File: src/rtl/strength_pkg.sv
// Shared strength codes, driver legality check and keeper state encoding for strength_resolver.
package strength_pkg;

    typedef logic [2:0] strength_t;

    localparam strength_t STR_HIGHZ  = 3'd0;
    localparam strength_t STR_SMALL  = 3'd1;
    localparam strength_t STR_MEDIUM = 3'd2;
    localparam strength_t STR_WEAK   = 3'd3;
    localparam strength_t STR_LARGE  = 3'd4;
    localparam strength_t STR_PULL   = 3'd5;
    localparam strength_t STR_STRONG = 3'd6;
    localparam strength_t STR_SUPPLY = 3'd7;

    // Charge-only codes (large, medium, small) are never legal on a driver.
    function automatic logic str_is_legal(input strength_t s);
        return !((s == STR_LARGE) || (s == STR_MEDIUM) || (s == STR_SMALL));
    endfunction

    typedef enum logic [2:0] {
        KP_DRIVEN,
        KP_LARGE,
        KP_MEDIUM,
        KP_SMALL,
        KP_FLOAT
    } keeper_state_t;

endpackage

File: src/rtl/strength_keeper_bit.sv
// Per-bit charge keeper: holds the last driven value and decays large->medium->small->float.
module strength_keeper_bit
    import strength_pkg::*;
#(
    parameter int unsigned DECAY_CYCLES = 16
) (
    input  logic      clk,
    input  logic      rst_n,
    input  logic      driven,
    input  logic      res_val,
    input  logic      res_x,
    input  strength_t res_str,
    output logic      bus_val,
    output logic      bus_x,
    output logic      bus_z,
    output strength_t bus_str
);

    localparam int unsigned CW = (DECAY_CYCLES > 1) ? $clog2(DECAY_CYCLES) : 1;
    localparam logic [CW-1:0] CNT_LAST = CW'(DECAY_CYCLES - 1);

    keeper_state_t state_q, state_d;
    logic [CW-1:0] cnt_q, cnt_d;
    logic          val_d, x_d, z_d;
    strength_t     str_d;

    always_ff @(posedge clk or negedge rst_n) begin
        if (!rst_n) begin
            state_q <= KP_FLOAT;
            cnt_q   <= '0;
            bus_val <= 1'b0;
            bus_x   <= 1'b0;
            bus_z   <= 1'b1;
            bus_str <= STR_HIGHZ;
        end else begin
            state_q <= state_d;
            cnt_q   <= cnt_d;
            bus_val <= val_d;
            bus_x   <= x_d;
            bus_z   <= z_d;
            bus_str <= str_d;
        end
    end

    // val/x stay frozen through the charge states because they default to the registered copy.
    always_comb begin
        state_d = state_q;
        cnt_d   = cnt_q;
        val_d   = bus_val;
        x_d     = bus_x;
        z_d     = bus_z;
        str_d   = bus_str;
        if (driven) begin
            state_d = KP_DRIVEN;
            cnt_d   = '0;
            val_d   = res_val;
            x_d     = res_x;
            z_d     = 1'b0;
            str_d   = res_str;
        end else begin
            case (state_q)
                KP_DRIVEN: begin
                    state_d = KP_LARGE;
                    cnt_d   = '0;
                    str_d   = STR_LARGE;
                end
                KP_LARGE: begin
                    if (cnt_q == CNT_LAST) begin
                        state_d = KP_MEDIUM;
                        cnt_d   = '0;
                        str_d   = STR_MEDIUM;
                    end else begin
                        cnt_d = cnt_q + CW'(1);
                    end
                end
                KP_MEDIUM: begin
                    if (cnt_q == CNT_LAST) begin
                        state_d = KP_SMALL;
                        cnt_d   = '0;
                        str_d   = STR_SMALL;
                    end else begin
                        cnt_d = cnt_q + CW'(1);
                    end
                end
                KP_SMALL: begin
                    if (cnt_q == CNT_LAST) begin
                        state_d = KP_FLOAT;
                        cnt_d   = '0;
                        val_d   = 1'b0;
                        x_d     = 1'b0;
                        z_d     = 1'b1;
                        str_d   = STR_HIGHZ;
                    end else begin
                        cnt_d = cnt_q + CW'(1);
                    end
                end
                default: begin
                    state_d = KP_FLOAT;
                    cnt_d   = '0;
                    val_d   = 1'b0;
                    x_d     = 1'b0;
                    z_d     = 1'b1;
                    str_d   = STR_HIGHZ;
                end
            endcase
        end
    end

endmodule

File: src/rtl/strength_resolver.sv
// Registered multi-driver bus strength resolver with contention tracking.
// Optional charge keeper on undriven bits when STRENGTH_KEEPER_EN is defined.
module strength_resolver
    import strength_pkg::*;
#(
    parameter int unsigned WIDTH        = 8,
    parameter int unsigned NDRV         = 4,
    parameter int unsigned DECAY_CYCLES = 16,
    parameter int unsigned CNT_W        = 16
) (
    input  logic                    clk,
    input  logic                    rst_n,
    input  logic [NDRV*WIDTH-1:0]   drv_val,
    input  logic [NDRV*WIDTH*3-1:0] drv_str,
    input  logic                    cnt_clr,
    output logic [WIDTH-1:0]        bus_val,
    output logic [WIDTH*3-1:0]      bus_str,
    output logic [WIDTH-1:0]        bus_x,
    output logic [WIDTH-1:0]        bus_z,
    output logic [WIDTH-1:0]        contention,
    output logic [CNT_W-1:0]        cont_cnt,
    output logic                    illegal_err
);

    if (NDRV < 2 || DECAY_CYCLES < 1) begin : g_param_check
        $error("strength_resolver: NDRV must be >= 2 and DECAY_CYCLES >= 1");
    end

    logic [WIDTH-1:0]   res_val, res_x, res_drv;
    logic [WIDTH*3-1:0] res_str;
    logic               illegal_any;

    // Per bit: strongest legal driver wins; disagreement at that strength is contention.
    always_comb begin : resolve
        strength_t s_max, s_eff;
        logic      any1, any0;
        s_max       = STR_HIGHZ;
        s_eff       = STR_HIGHZ;
        any1        = 1'b0;
        any0        = 1'b0;
        res_val     = '0;
        res_x       = '0;
        res_drv     = '0;
        res_str     = '0;
        illegal_any = 1'b0;
        for (int unsigned b = 0; b < WIDTH; b++) begin
            s_max = STR_HIGHZ;
            any1  = 1'b0;
            any0  = 1'b0;
            for (int unsigned d = 0; d < NDRV; d++) begin
                s_eff = drv_str[(d*WIDTH+b)*3 +: 3];
                if (!str_is_legal(s_eff)) begin
                    illegal_any = 1'b1;
                    s_eff       = STR_HIGHZ;
                end
                if (s_eff > s_max) begin
                    s_max = s_eff;
                    any1  = drv_val[d*WIDTH+b];
                    any0  = !drv_val[d*WIDTH+b];
                end else if (s_eff == s_max) begin
                    any1 = any1 | drv_val[d*WIDTH+b];
                    any0 = any0 | !drv_val[d*WIDTH+b];
                end
            end
            res_drv[b]       = (s_max != STR_HIGHZ);
            res_str[b*3 +: 3] = s_max;
            res_x[b]         = res_drv[b] && any1 && any0;
            res_val[b]       = res_drv[b] && any1 && !any0;
        end
    end

`ifdef STRENGTH_KEEPER_EN
    for (genvar b = 0; b < WIDTH; b++) begin : g_keeper
        strength_keeper_bit #(
            .DECAY_CYCLES(DECAY_CYCLES)
        ) u_keeper (
            .clk    (clk),
            .rst_n  (rst_n),
            .driven (res_drv[b]),
            .res_val(res_val[b]),
            .res_x  (res_x[b]),
            .res_str(res_str[b*3 +: 3]),
            .bus_val(bus_val[b]),
            .bus_x  (bus_x[b]),
            .bus_z  (bus_z[b]),
            .bus_str(bus_str[b*3 +: 3])
        );
    end
`else
    always_ff @(posedge clk or negedge rst_n) begin
        if (!rst_n) begin
            bus_val <= '0;
            bus_x   <= '0;
            bus_z   <= '1;
            bus_str <= '0;
        end else begin
            bus_val <= res_val;
            bus_x   <= res_x;
            bus_z   <= ~res_drv;
            bus_str <= res_str;
        end
    end
`endif

    // Clear wins over both the increment and the sticky error set.
    always_ff @(posedge clk or negedge rst_n) begin
        if (!rst_n) begin
            contention  <= '0;
            cont_cnt    <= '0;
            illegal_err <= 1'b0;
        end else begin
            contention <= res_x;
            if (cnt_clr) begin
                cont_cnt    <= '0;
                illegal_err <= 1'b0;
            end else begin
                if ((|res_x) && (cont_cnt != {CNT_W{1'b1}})) begin
                    cont_cnt <= cont_cnt + CNT_W'(1);
                end
                if (illegal_any) begin
                    illegal_err <= 1'b1;
                end
            end
        end
    end

endmodule

File: config.mk
export PLATFORM = sky130hd
export DESIGN_NAME = strength_resolver
export DESIGN_NICKNAME = d
export VERILOG_FILES = /design/src/rtl/strength_pkg.sv /design/src/rtl/strength_keeper_bit.sv /design/src/rtl/strength_resolver.sv
export SDC_FILE = /design/constraint.sdc
export NUM_CORES = 1
export LEC_CHECK = 0
export CORE_MARGIN = 4
export CORE_UTILIZATION = 45
export DETAILED_ROUTE_END_ITERATION = 10
export HOLD_SLACK_MARGIN = 0.12
export PLACE_DENSITY = 0.75
export SKIP_CTS_REPAIR_TIMING = 1
export SLEW_MARGIN = 0
export SYNTH_ARGS = -nofsm -noshare
export SYNTH_HDL_FRONTEND = slang
export SYNTH_SLANG_ARGS = --single-unit
File: constraint.sdc
create_clock -name clk -period 5.86 [get_ports clk]
set_input_delay 0.586 -clock clk [delete_from_list [all_inputs] [get_ports clk]]
set_output_delay 0.586 -clock clk [all_outputs]
set_load 0.02 [all_outputs]
==> run_results.csv, run 1 <==
group,metric,value,unit
detailed_routing,wl_per_cell,16.78,um
yosys,synthCells,966,
detailed_routing,vias,9096,
status,violations,"setup timing",
global_route,grt-ovfl-total,0,
worst_setup_path,timing.rr.end,"cont_cnt[9]",
power_and_ir_drop,powerDensity,315.3,nW/um2
global_route,use_met1,30.83,%
floorplanning,rows,47,
worst_setup_path,critPathMaxStageDelay,0.43,ns
floorplanning,io_pins,204,
clock_tree,clockBufferDepth,2,
yosys,yosys-top-cells-area,"dfrtp_1, ha_1, o21ai_0, o21a_1, inv_1",
finish,final_nets,1594,
finish,final_common_cell,"buf_4",
sta,fin_tns_setup,-0.08193,ns
hold_path,min_path_type,"input pin to async pin",
finish,layout_common_cells,"buf_4, clkdlybuf4s50_1, inv_1, ha_1",
sta,clock_skew,0.006496,ns
yosys,async_flop_share,100.0,%
global_route,grt_max_degree,66,
worst_setup_path,cp-start-kind,"input pin",
yosys,ys_types,78,
clock_tree,cts_tree,"yes",
worst_setup_path,rr_worst_depth,9,
sta,worst_slew_pin_slew,0.8895,ns
floorplanning,core-area,16580,um2
clock_tree,clock_latency,0.35,ns
floorplanning,die_w,138.0,um
worst_setup_path,r2r_start,"cont_cnt[6]",
sta,relSlewSlack,40.70,%
placed_design,place_congestion,0.8933,
clock_tree,cts_buffers,9,
flow_run,maxCapViolations,0,
yosys,syn_nets,1170,
detailed_routing,first_pass_iters,5,
finish,drive_gt1_share,26.81,%
sta,max_freq,169.5,MHz
worst_setup_path,cp-end-kind,"flop",
worst_setup_path,cp_common_cell,"buf_4",
detailed_routing,drc_errors,0,
global_route,grt.busiest_layer,"met2",
sta,setup_ws,-0.04028,ns
detailed_routing,ant_nets,0,
worst_setup_path,crit_arrival,6.11,ns
yosys,yosysWarnings,0,
worst_setup_path,slowest_stage,"clkdlybuf4s50_1",
worst_setup_path,critical_path_class,"input pin to flop",
yosys,yosysSeqAreaShare,21.51,%
floorplanning,die_h,138.0,um
yosys,ys_ff_latch,65,
worst_setup_path,rrSetupSlack,3.53,ns
power_and_ir_drop,vdd_ir_drop_max,0.0002666,V
detailed_routing,drt_wl_total,27240,um
sta,min_period_over_period,100.7,%
placed_design,dp.cells,1583,
placed_design,numPortBuffers,203,
global_route,grt_use_total,25.56,%
global_route,grt_pass1_vias,8741,
yosys,avgSynthCellArea,7.875,um2
sta,grt_setup_unrepaired,"true",
global_route,use_met3,3.315,%
detailed_routing,first_iter_violations,431,
yosys,synth_edf_count,0,
sta,drv_slew,0,
yosys,synth_flop_cell,"dfrtp_1",
worst_setup_path,worstPathRequired,6.07,ns
yosys,yosysTopAreaCellShare,18.75,%
sta,setup_viol,3,
yosys,yosysTopAreaCell,"dfrtp_1",
detailed_routing,drt-vias-per-instance,5.601,
clock_tree,cts-root-buf,"clkbuf_16",
floorplanning,initial_utilization,45.87,%
worst_setup_path,worstPathMaxFanout,12,
clock_tree,cts_sinks,65,
status,status,"finished with violations",
power_and_ir_drop,p_leak,5.882,nW
sta,final_hold_viol_count,0,
floorplanning,dieArea,19050,um2
global_route,grt_pass1_wl,40630,um
finish,areaGrowthSynthToFinish,62.57,%
sta,fin_crit,5.900,ns
global_route,grt_antenna_before_repair,9,
global_route,grtUsageMet2,44.14,%
clock_tree,cts_htree_levels,3,
finish,fin_cells,1624,
yosys,netlist_area,7607,um2
clock_tree,clk_pin_slew_worst_paths,0.07,ns
placed_design,dp_hpwl,21110,um
## where the power goes
group	internal, W	switching (W)
Combinational	0.00136	0.00128
Sequential	0.000622	0.0000581
Clock	0.000334	0.000242
Total	0.00232	0.00158
## state kept, by name, indices dropped and copies added (netlist names)
name,cells
bus_str,24
bus_z,8
contention,8
cont_cnt,16
bus_val,8
illegal_err,1
## worst max-delay path, delay by kind of cell
| family | cells | cell delay [ns] |
|---|---|---|
| buffers and inverters | 9 | 1.44 |
| AOI/OAI and AO/OA | 10 | 2.06 |
| and+or+nand+nor | 4 | 0.41 |
| adders and majority gates | 3 | 0.77 |
| muxes | 3 | 0.84 |
## metrics by stage
step | cell area (um2) | utilization, % | hold slack (ns) | power [W] | setup WS (ns)
global route | 12370 | 74.57 | 0.5404 | 0.004147 | -0.2591
floorplan | 7607 | - | 0.2904 | 0.001975 | 0.05614
finish | 12370 | 74.57 | 0.4415 | 0.003899 | -0.04028
global placement | 11390 | 68.68 | 0.5589 | 0.003048 | -0.5353
CTS | 11700 | 70.52 | 0.4700 | 0.003682 | -0.3220
detailed placement | 11390 | 68.68 | 0.5711 | 0.003093 | -0.6835
## kinds of logic (layout without fill, tap and decap cells)
kind of cell,count (synthesis),after routing,synth area share (%)
other,0,9,0
AOI/OAI and AO/OA,367,367,32.14
xor gates and xnor gates,33,33,3.799
buffers and inverters,102,531,5.625
adders and majority gates,73,73,12.01
muxes,43,43,6.168
and+or+nand+nor,283,283,18.75
DFF,65,65,21.51
## area by class of cell
type	count	area (um2)
Clock buffer	9	225.2
Fill cell	1246	4217
Timing Repair Buffer	428	3845
Inverter	87	326.6
Antenna cell	9	22.52
Tap cell	220	275.3
Clock inverter	7	80.08
Multi-Input combinational cell	799	5956
Sequential cell	65	1637
## how the worst max path moves through the flow
stage	startpoint	end	slack, ns	cells past startpoint
final	drv_str[39]	cont_cnt[1]	-0.04	29
after global routing	drv_str[17]	cont_cnt[1]	-0.26	30
after CTS	drv_str[39]	cont_cnt[9]	-0.32	29
after detailed placement	drv_str[39]	cont_cnt[9]	-0.68	29
after global placement	drv_str[39]	cont_cnt[9]	-0.54	29
after floorplan	drv_str[39]	cont_cnt[1]	0.06	26
## metal layers
layer  vias to the layer above  wire, um  share of wire, %
met5                         -         0                 0
met4                         0      1004               3.7
met3                        71      1411               5.2
met2                       299     13600                50
met1                      4268     11230                41
li1                       4458         -                 -
## Yosys cell counts, drive strengths merged (18+ instances only)
| master | n |
|---|---|
| nand3 | 37 |
| o22ai | 20 |
| ha | 73 |
| xnor2 | 31 |
| nor2 | 66 |
| mux2 | 25 |
| nor2b | 27 |
| mux2i | 18 |
| a21oi | 54 |
| o21ai | 129 |
| o21a | 47 |
| dfrtp | 57 |
| inv | 87 |
| nand2 | 66 |
No activity file was read; power rests on OpenSTA's default activity.
==> run 2: changes to the inputs <==
--- a/config.mk
+++ b/config.mk
@@ -5,9 +5,9 @@
 export SDC_FILE = /design/constraint.sdc
 export NUM_CORES = 1
 export LEC_CHECK = 0
-export CORE_MARGIN = 4
 export CORE_UTILIZATION = 45
 export DETAILED_ROUTE_END_ITERATION = 10
+export GPL_ROUTABILITY_DRIVEN = 0
 export HOLD_SLACK_MARGIN = 0.12
 export PLACE_DENSITY = 0.75
 export SKIP_CTS_REPAIR_TIMING = 1
==> constraint.sdc (replaced) <==
create_clock -name clk -period 5.86 [get_ports clk]
set_input_delay 0.586 -clock clk [delete_from_list [all_inputs] [get_ports clk]]
set_output_delay 0.586 -clock clk [all_outputs]
set_load 0.05 [all_outputs]
==> run_results.csv, run 2 (synthesized netlist as in run 1, its figures left out) <==
group,metric,value,unit
status,status,"complete, no violations",
finish,largest-register,"bus_str",
clock_tree,clockBufferDepth,2,
finish,final_nets,1589,
floorplanning,die_w,132.0,um
finish,nFillCells,1187,
sta,fin_crit,5.844,ns
detailed_routing,wl_per_cell,16.49,um
placed_design,numPortBuffers,203,
worst_setup_path,rrSetupSlack,3.43,ns
finish,drive_gt1_share,27.48,%
worst_setup_path,cp-start-kind,"input pin",
global_route,grt_pass1_wl,39650,um
worst_setup_path,worstPathRequired,6.07,ns
floorplanning,dieArea,17430,um2
clock_tree,cts_sinks,65,
worst_setup_path,critical_path_class,"input pin to flop",
worst_setup_path,cp-end-kind,"flop",
worst_setup_path,critPathMaxStageDelay,0.35,ns
hold_path,min_path_type,"input pin to async pin",
worst_setup_path,startpoint,"drv_str[15]",
clock_tree,clk_pin_slew_worst_paths,0.07,ns
flow_run,maxCapViolations,0,
worst_setup_path,timing.rr.end,"cont_cnt[12]",
finish,top_regs,"bus_str x24, cont_cnt x16",
sta,setup_ws,0.01638,ns
floorplanning,io_pins,204,
sta,drv_slew,0,
clock_tree,cts-root-buf,"clkbuf_16",
sta,worst_slew_pin_slew,0.8802,ns
floorplanning,initial_utilization,46.04,%
worst_setup_path,r2r_start,"cont_cnt[7]",
sta,setup_viol,0,
detailed_routing,first_pass_iters,5,
worst_setup_path,crit_arrival,6.05,ns
worst_setup_path,crit_path_end,"cont_cnt[1]",
worst_setup_path,cp_common_cell,"buf_4",
floorplanning,die_h,132.0,um
placed_design,dp_slack,-0.6771,ns
floorplanning,rows,47,
finish,largest_register_ffs,24,
floorplanning,core-area,16520,um2
sta,min_period_over_period,99.72,%
sta,max_freq,171.1,MHz
finish,final_area,12470,um2
detailed_routing,drc_errors,0,
sta,relSlewSlack,41.32,%
detailed_routing,vias,9212,
global_route,grt_pass1_vias,8469,
clock_tree,cts_htree_levels,3,
sta,hold_slack,0.4321,ns
global_route,grt_use_total,28.40,%
power_and_ir_drop,powerDensity,352.3,nW/um2
clock_tree,clock_latency,0.35,ns
finish,final_common_cell,"buf_4",
sta,clock_skew,0.005721,ns
detailed_routing,ant_nets,0,
global_route,grt_max_degree,66,
clock_tree,cts_buffers,9,
power_and_ir_drop,p_leak,5.975,nW
detailed_routing,drt_wl_total,26680,um
placed_design,postPlaceCellArea,11340,um2
finish,areaGrowthSynthToFinish,63.88,%
placed_design,dp_hpwl,20320,um
worst_setup_path,slowest_stage,"mux2i_2",
worst_setup_path,worstPathMaxFanout,6,
global_route,grt-ovfl-total,0,
detailed_routing,drt-vias-per-instance,5.693,
power_and_ir_drop,vdd_ir_drop_max,0.0003198,V
worst_setup_path,rr_worst_depth,10,
global_route,grt_antenna_before_repair,6,
detailed_routing,first_iter_violations,510,
finish,layout_common_cells,"buf_4, clkdlybuf4s50_1, inv_1, nor2_1, nand2_1",
clock_tree,cts_tree,"yes",
sta,final_hold_viol_count,0,
[run 2: changes by cell type in the layout (fill, tap and decap cells not counted), sizes merged]
cell           delta
clkdlybuf4s50     -9
dlymetal6s2s      +9
buf               -6
clkbuf            +1
diode             -1
[run 2: cell type report]
cell class	count	area (um2)	share of cell area (%)
repair buffers	423	3855	30.92
diodes	8	20.02	0.1606
flip-flops and latches	65	1637	13.13
well taps	220	275.3	2.208
clock buffers	9	225.2	1.806
multi-input cells	799	6048	48.51
inverters	87	326.6	2.619
clock inverters	7	80.08	0.6423
[run 2: per-layer routing]
layer | global-route usage (%) | share of wire (%)
met4 | 12.53 | 4.0
met5 | 0 | 0
met1 | 34.73 | 41
met2 | 49.18 | 48
met3 | 4.498 | 6.2
[run 2: worst min-delay path by stage]
stage | startpoint | endpoint | cells after the start
4_1_cts | rst_n | bus_str[8] | 2
5_1_grt | rst_n | bus_str[8] | 2
2_1_floorplan | rst_n | bus_str[0] | 0
6_report | rst_n | bus_str[8] | 2
3_5_place_dp | cont_cnt[8] | cont_cnt[8] | 2
3_3_place_gp | cont_cnt[12] | cont_cnt[12] | 2
[run 2: power by group]
| part | internal [W] | switching, W |
|---|---|---|
| clock | 0.000334 | 0.000245 |
| combinational | 0.00140 | 0.00173 |
| sequential | 0.000621 | 0.0000603 |
[run 2: critical path: cells and delay by family]
family	cells	cell delay, ns
AO/OA/AOI/OAI	11	2.14
buffers and inverters	9	1.27
multiplexers	3	0.86
adder cells (fa/ha/maj)	3	0.84
AND/OR/NAND/NOR	3	0.34
[run 2: metrics by stage]
stage	setup TNS, ns	utilization, %	power, W	cells
3_5_place_dp	-9.072	68.61	0.003506	1576
6_report	0	75.44	0.004392	1618
5_1_grt	-2.429	75.43	0.004635	1617
4_1_cts	-3.421	70.46	0.004100	1592
2_1_floorplan	0	-	0.002394	966
3_3_place_gp	-4.791	68.61	0.003451	1576
==> run 3: changes to the inputs <==
--- a/config.mk
+++ b/config.mk
@@ -5,11 +5,11 @@
 export SDC_FILE = /design/constraint.sdc
 export NUM_CORES = 1
 export LEC_CHECK = 0
-export CORE_UTILIZATION = 45
+export CORE_UTILIZATION = 40
 export DETAILED_ROUTE_END_ITERATION = 10
 export GPL_ROUTABILITY_DRIVEN = 0
 export HOLD_SLACK_MARGIN = 0.12
-export PLACE_DENSITY = 0.75
+export PLACE_DENSITY = 0.68
 export SKIP_CTS_REPAIR_TIMING = 1
 export SLEW_MARGIN = 0
 export SYNTH_ARGS = -nofsm -noshare
==> run_results.csv, run 3 (synthesized netlist as in run 1, its figures left out) <==
group,metric,value,unit
status,status,"complete, no violations",
finish,nFillCells,1569,
sta,setup_viol,0,
sta,relSlewSlack,42.13,%
floorplanning,io_pins,204,
sta,final_hold_viol_count,0,
sta,worst_slew_pin_slew,0.8681,ns
sta,setup_ws,0.1697,ns
detailed_routing,ant_nets,0,
floorplanning,die_w,139.9,um
global_route,grt_pass1_vias,8459,
detailed_routing,drt_wl_total,25860,um
finish,layout_common_cells,"buf_4, clkdlybuf4s50_1, inv_1, ha_1, nand2_1",
sta,fin_crit,5.690,ns
power_and_ir_drop,powerDensity,351.6,nW/um2
global_route,grt_use_total,25.41,%
worst_setup_path,rr_worst_depth,10,
worst_setup_path,critical_path_class,"input pin to flop",
placed_design,numPortBuffers,203,
power_and_ir_drop,p_leak,5.917,nW
finish,top_regs,"bus_str x24, cont_cnt x16",
power_and_ir_drop,swShare,45.99,%
clock_tree,clock_latency,0.34,ns
detailed_routing,wl_per_cell,15.85,um
clock_tree,clockBufferDepth,2,
clock_tree,cts-root-buf,"clkbuf_16",
finish,largest-register,"bus_str",
placed_design,dp_slack,-0.6405,ns
sta,min_period_over_period,97.10,%
worst_setup_path,cp-end-kind,"flop",
worst_setup_path,critPathMaxStageDelay,0.40,ns
power_and_ir_drop,pwr-share-clk,13.5,%
sta,fin_tns_setup,0,ns
global_route,grt_antenna_before_repair,1,
placed_design,postPlaceCellArea,11400,um2
finish,drive_gt1_share,26.58,%
worst_setup_path,crit_arrival,5.93,ns
global_route,grt_pass1_wl,40030,um
detailed_routing,first_pass_iters,4,
power_and_ir_drop,internal_power,0.002344,W
floorplanning,initial_utilization,40.81,%
clock_tree,cts_sinks,65,
finish,areaGrowthSynthToFinish,62.25,%
finish,final_area,12340,um2
clock_tree,cts_tree,"yes",
floorplanning,core-area,18640,um2
floorplanning,rows,50,
global_route,grt_max_degree,66,
worst_setup_path,slowest_stage,"or4_1",
finish,fin_cells,1631,
sta,clock_skew,0.003090,ns
floorplanning,dieArea,19570,um2
sta,max_freq,175.7,MHz
worst_setup_path,worstPathRequired,6.10,ns
clock_tree,cts_htree_levels,3,
finish,largest_register_ffs,24,
finish,final_common_cell,"buf_4",
detailed_routing,vias,8936,
finish,final_nets,1595,
worst_setup_path,cp_common_cell,"buf_4",
hold_path,min_path_type,"input pin to async pin",
detailed_routing,drc_errors,0,
clock_tree,clk_pin_slew_worst_paths,0.07,ns
global_route,grt-ovfl-total,0,
worst_setup_path,cp-start-kind,"input pin",
floorplanning,die_h,139.9,um
placed_design,dp_hpwl,20510,um
worst_setup_path,worstPathMaxFanout,11,
sta,drv_slew,0,
detailed_routing,drt-vias-per-instance,5.479,
flow_run,maxCapViolations,0,
power_and_ir_drop,vdd_ir_drop_max,0.0002385,V
power_and_ir_drop,seq_power_share,15.7,%
power_and_ir_drop,p_switching,0.001996,W
clock_tree,cts_buffers,9,
power_and_ir_drop,power_frac_comb,70.9,%
detailed_routing,first_iter_violations,450,
power_and_ir_drop,finalPower,0.004340,W
placed_design,dp.cells,1596,
[run 3: cell type report]
| type | count | area (um2) | area share [%] |
|---|---|---|---|
| Multi-Input combinational cell | 799 | 5901 | 47.81 |
| Timing Repair Buffer | 429 | 3879 | 31.42 |
| Sequential cell | 65 | 1637 | 13.26 |
| Inverter | 87 | 326.6 | 2.646 |
| Tap cell | 234 | 292.8 | 2.372 |
| Clock buffer | 9 | 225.2 | 1.825 |
| Clock inverter | 7 | 80.08 | 0.6488 |
| Antenna cell | 1 | 2.502 | 0.02027 |
[run 3: power by group through the flow]
| stage | Combinational, W | Clock, W | Sequential (W) |
|---|---|---|---|
| finish | 0.00308 | 0.000584 | 0.000680 |
| global route | 0.00329 | 0.000617 | 0.000696 |
| CTS | 0.00282 | 0.000595 | 0.000682 |
| detailed placement | 0.00281 | 0 | 0.000688 |
| global placement | 0.00277 | 0 | 0.000685 |
| floorplan | 0.00114 | 0 | 0.00125 |
[run 3: stage by stage]
stage          hold slack (ns)  util, %
4_1_cts                 0.4745    62.79
6_report                0.4436    66.21
2_1_floorplan           0.2904        -
5_1_grt                 0.5209    66.21
3_3_place_gp            0.5556    61.15
3_5_place_dp            0.5700    61.15
[run 3: worst max-delay path, delay by kind of cell]
| family | cells | cell delay, ns |
|---|---|---|
| AO/OA/AOI/OAI | 12 | 1.85 |
| buffers and inverters | 10 | 1.29 |
| adder cells (fa/ha/maj) | 3 | 0.84 |
| AND/OR/NAND/NOR | 3 | 0.69 |
| multiplexers | 2 | 0.68 |
[run 3: metal layers]
metal	wire, um	track usage (%)
met5	0	0
met2	12330	44.16
met1	11560	32.33
met4	717	8.444
met3	1253	3.453
[run 3: path summary, 6_finish.rpt]
check / start / to / slack (ns)
worst max-delay path: drv_str[41] / cont_cnt[12] / 0.17
worst min-delay path: rst_n / bus_str[8] / 0.44
worst max register to register: cont_cnt[6] / cont_cnt[12] / 3.45
worst min register to register: cont_cnt[5] / cont_cnt[5] / 0.58
max in group asynchronous: rst_n / cont_cnt[14] / 4.85
min in group clk: cont_cnt[5] / cont_cnt[5] / 0.58
